$ cat src/rtl/login_sequencer.sv
// login_sequencer: ID/password login handshake with grant timeout, failure counting and lockout.
module login_sequencer #(
  parameter int unsigned MAX_ATTEMPTS   = 3,
  parameter int unsigned GRANT_WAIT     = 16,
  parameter int unsigned DENY_HOLD      = 25_000_000,
  parameter int unsigned LOCKOUT_CYCLES = 250_000_000
) (
  input  logic        clk,
  input  logic        rst,
  input  logic        start,
  input  logic        enter,
  input  logic        logout,
  input  logic [15:0] switches,
  input  logic        access_grant,
  output logic [17:0] data_out,
  output logic        data_load,
  output logic [15:0] user_id,
  output logic        session_active,
  output logic        locked,
  output logic [1:0]  led,
  output logic [3:0]  lcd_select,
  output logic [2:0]  fail_count
);
  typedef enum logic [3:0] {
    IDLE     = 4'd0,
    ID_ENTRY = 4'd1,
    PW_ENTRY = 4'd2,
    CHECK    = 4'd3,
    GRANTED  = 4'd4,
    DENIED   = 4'd5,
    LOCKED   = 4'd6
  } state_t;
  localparam logic [31:0] GW_T   = 32'(GRANT_WAIT - 1);
  localparam logic [31:0] DH_T   = 32'(DENY_HOLD - 1);
  localparam logic [31:0] LK_T   = 32'(LOCKOUT_CYCLES - 1);
  localparam logic [2:0]  MAX_FC = 3'(MAX_ATTEMPTS);
  state_t      state, state_n;
  logic [31:0] cnt, cnt_n;
  logic [2:0]  fail_n;
  logic        load;
  always_comb begin
    state_n = state;
    fail_n  = fail_count;
    load    = 1'b0;
    case (state)
      IDLE:     if (start) state_n = ID_ENTRY;
      ID_ENTRY: if (logout) state_n = IDLE;
                else if (enter) begin
                  state_n = PW_ENTRY;
                  load    = 1'b1;
                end
      PW_ENTRY: if (logout) state_n = IDLE;
                else if (enter) begin
                  state_n = CHECK;
                  load    = 1'b1;
                end
      CHECK:    if (logout) state_n = IDLE;
                else if (access_grant) begin
                  state_n = GRANTED;
                  fail_n  = '0;
                end else if (cnt == GW_T) begin
                  fail_n  = fail_count + 3'd1;
                  state_n = (fail_n == MAX_FC) ? LOCKED : DENIED;
                end
      GRANTED:  if (logout) state_n = IDLE;
      DENIED:   if (logout) state_n = IDLE;
                else if (cnt == DH_T) state_n = ID_ENTRY;
      LOCKED:   if (cnt == LK_T) begin
                  state_n = IDLE;
                  fail_n  = '0;
                end
      default:  state_n = IDLE;
    endcase
    // every timed state is entered from a different state, so a change reloads the timer
    cnt_n = (state_n != state) ? '0 : cnt + 32'd1;
  end
  always_ff @(posedge clk) begin
    if (rst) begin
      state          <= IDLE;
      cnt            <= '0;
      fail_count     <= '0;
      data_out       <= '0;
      data_load      <= 1'b0;
      user_id        <= '0;
      session_active <= 1'b0;
      locked         <= 1'b0;
      led            <= 2'b00;
      lcd_select     <= '0;
    end else begin
      state          <= state_n;
      cnt            <= cnt_n;
      fail_count     <= fail_n;
      data_load      <= load;
      if (load) data_out <= {2'b00, switches};
      if (load && state == ID_ENTRY) user_id <= switches;
      session_active <= state_n == GRANTED;
      locked         <= state_n == LOCKED;
      led            <= {state_n == GRANTED, state_n == DENIED || state_n == LOCKED};
      lcd_select     <= state_n;
    end
  end
endmodule
$ cat config.mk
export PLATFORM = sky130hd
export DESIGN_NAME = login_sequencer
export DESIGN_NICKNAME = d
export VERILOG_FILES = /design/src/rtl/login_sequencer.sv
export SDC_FILE = /design/constraint.sdc
export NUM_CORES = 1
export LEC_CHECK = 0
export CORE_MARGIN = 8
export CORE_UTILIZATION = 47
export CTS_CLUSTER_SIZE = 8
export DETAILED_ROUTE_END_ITERATION = 10
export PLACE_DENSITY = 0.73
export SYNTH_ARGS = -nofsm -noshare
export SYNTH_HDL_FRONTEND = slang
export SYNTH_SLANG_ARGS = --single-unit
$ cat constraint.sdc
create_clock -name clk -period 2.22 [get_ports clk]
set_clock_uncertainty 0.2 [all_clocks]
set_input_delay 0.666 -clock clk [delete_from_list [all_inputs] [get_ports clk]]
set_output_delay 0.666 -clock clk [all_outputs]
set_load 0.02 [all_outputs]
==> results.ini <==
[timing]
timing.fmax_mhz=422
period_minus_slack_ns=2.37
worst_slack_ns=-0.149
slew_viol_final=0
rsz0062_at_grt=true
post-route-period-util_pct=107
hold_viol_final=0
fin_tns_setup_ns=-4.07
setup_violations=37

[clocking]
cts_max_level=3
clock_latency_ns=0.36
clock_path_buffers=2
cts_sinks=75
clockRootBuffer=clkbuf_8
path_clk_slew_ns=0.08
cts_tree=done
hold_buffers=0
numCtsBuffers=9

[run]
drv_cap=0

[placement]
place_area_sq_um=4700
place_congestion=0.862
portBuffers=65
place_hpwl_mm=7.18
placed_cells=633

[cells_and_area]
layout-drive-gt1-share_pct=25.8
diodes=0
fin_nets=579
final_util_pct=73.2
fin_cells=658
syn_to_final_growth_pct=51.1
fin_area_sq_um=5310

[global_routing]
grt_overflow_total=0
grt_pass1_wl_mm=15.8
grt_max_degree=39
grt_pass1_vias=3334
gr-usage-all-layers_pct=19.0
antenna_found_initial=0

[die]
dieWidth_microns=102
die_y_microns=102
io_pins=68
rows=31
core_sq_um=7250
dieArea_sq_um=10500
start_util_pct=48.5

[synth]
yosys_most_used_dff=dfxtp_1
yosysSeqAreaShare_pct=42.7
async_flop_share_pct=0
synth_cells=426
synth_cell_type_count=45
ys_seq_elements=75
synth_top_area_share_pct=42.7
synth.avg_cell_area_sq_um=8.25
syn-cell-area_sq_um=3510
yosysWarnings=0
synth_top_area_cell=dfxtp_1
synth.top_cells.by_area=dfxtp_1 43%, nand2_1 7.9%, nor2_1 7.0%
synth_edf_count=0

[power_and_ir_drop]
switching_share_pct=26.6
intPower_uw=1870
power.switching_uw=676
powerDensity_nw_per_um2=479
p_clk_share_pct=39.9
comb_power_share_pct=6.8
ir_drop_mv=0.382
p_seq_share_pct=53.3
leakagePower_uw=0.00256

[setup_path]
start_kind=flip-flop
end_kind=flip-flop
cp_max_fo=8
worstPathArrival_ns=2.42
crit_type=flip-flop to flip-flop
worstPathRequired_ns=2.27

[route]
drc=0
wl_per_cell_microns=16.0
drt-initial-drc-count=164
num_vias=3474
via_per_inst=5.28
drtPass1Iterations=4
drtAntennaViolNets=0
finalWirelength_mm=10.5

[hold_path]
hp-class=flip-flop to flip-flop

[run_status]
violations=setup timing
status=finished, violations left

## worst max-delay path, cell delays in order (launching register included)
cell and delay, ns:
dfxtp_1 0.34, buf_4 0.14, nand4_1 0.14, or3_4 0.37, nor4_4 0.32, o21ai_2 0.12
o2111ai_4 0.32, clkbuf_16 0.26, nor2_1 0.06
## cells in the mapped netlist, drive strengths merged (10+ instances only)
library cell	number
dfxtp	75
nand2	74
nor2	66
mux2i	18
xor2	18
a21oi	17
buf	15
nand4	15
nor4	15
xnor2	13
nand3	12
inv	11
clkbuf	10
nor3	10
## routing by layer
metal / global-route usage, % / vias up / routed length [microns]
met5: 0 / - / 0
met4: 8.58 / 0 / 287
met3: 3.75 / 26 / 636
met2: 32.8 / 111 / 5330
met1: 22.1 / 1638 / 4290
li1: - / 1699 / -
## cell type report
type                    count  area (sq um)
multi-input cells         317          2090
fillers                   546          1940
flip-flops and latches     75          1520
repair buffers            140          1340
clock buffers               9           124
well taps                  99           124
clock inverters             7          68.8
inverters                  11          41.3
## metrics by stage
step	power (uW)	hold slack [ns]	worst slack (ns)
after global placement	1540	0.242	-0.455
final	2540	0.253	-0.149
after CTS	2540	0.259	-0.0697
after detailed placement	1540	0.246	-0.548
after floorplan	1460	0.243	0.0468
after global routing	2650	0.276	-0.268
## cell usage in the layout (no fill, tap or decap), types with 4 or more instances in the layout
master / netlist / layout
nand3_1: 12 / 12
nor2_4: 0 / 11
dlymetal6s2s_1: 0 / 22
nand4_1: 14 / 14
clkbuf_8: 0 / 9
and2_1: 4 / 4
dfxtp_1: 75 / 61
and4_1: 5 / 5
and3_1: 8 / 6
a21oi_1: 17 / 17
mux2i_1: 18 / 18
xor2_1: 18 / 18
clkdlybuf4s50_1: 0 / 34
buf_4: 3 / 67
nor2_1: 66 / 55
inv_1: 11 / 11
nor4_1: 13 / 8
dlygate4sd2_1: 0 / 9
nor3_1: 10 / 8
nor4_4: 0 / 5
nand2b_1: 4 / 4
xnor2_1: 13 / 13
dfxtp_2: 0 / 13
nand2_1: 74 / 74
## cells by family after synthesis
group / Yosys count / share of synthesized area [%]
adders and majority gates: 3 / 1.07
buffers and inverters: 36 / 5.16
other: 1 / 0.107
muxes: 18 / 5.13
and+or+nand+nor: 226 / 31.1
xor gates and xnor gates: 31 / 7.73
AOI/OAI and AO/OA: 36 / 6.94
DFF: 75 / 42.7
## power groups by stage
stage	clock [uW]	combinational [uW]	sequential [uW]
finish	1010	174	1360
global route	1110	184	1360
CTS	1030	152	1360
detailed placement	0	152	1390
global placement	0	149	1390
floorplan	0	62.6	1400
## flip-flops by register name, summed over array words and instances (netlist names)
name and count:
state 4, cnt 32, locked 1, user_id 16, data_load 1, led 1, fail_count 3, session_active 1
data_out 16
## path summary, 6_finish.rpt
kind                            cells past startpoint                     start                  endpoint  slack [ns]
worst max-delay path                                8        cnt[13]$_SDFF_PP0_         cnt[7]$_SDFF_PP0_       -0.15
worst min-delay path                                2  user_id[13]$_SDFFE_PP0P_  user_id[13]$_SDFFE_PP0P_        0.25
worst max register to register                      8        cnt[13]$_SDFF_PP0_         cnt[7]$_SDFF_PP0_       -0.15
worst min register to register                      2  user_id[13]$_SDFFE_PP0P_  user_id[13]$_SDFFE_PP0P_        0.25
## timing repair
action	CTS	global route
gates resized for setup	27	72
pin swaps	4	14
setup endpoints to repair	49	59
gates cloned	0	2
setup buffers	3	4
Power figures use the tool's default switching activity.
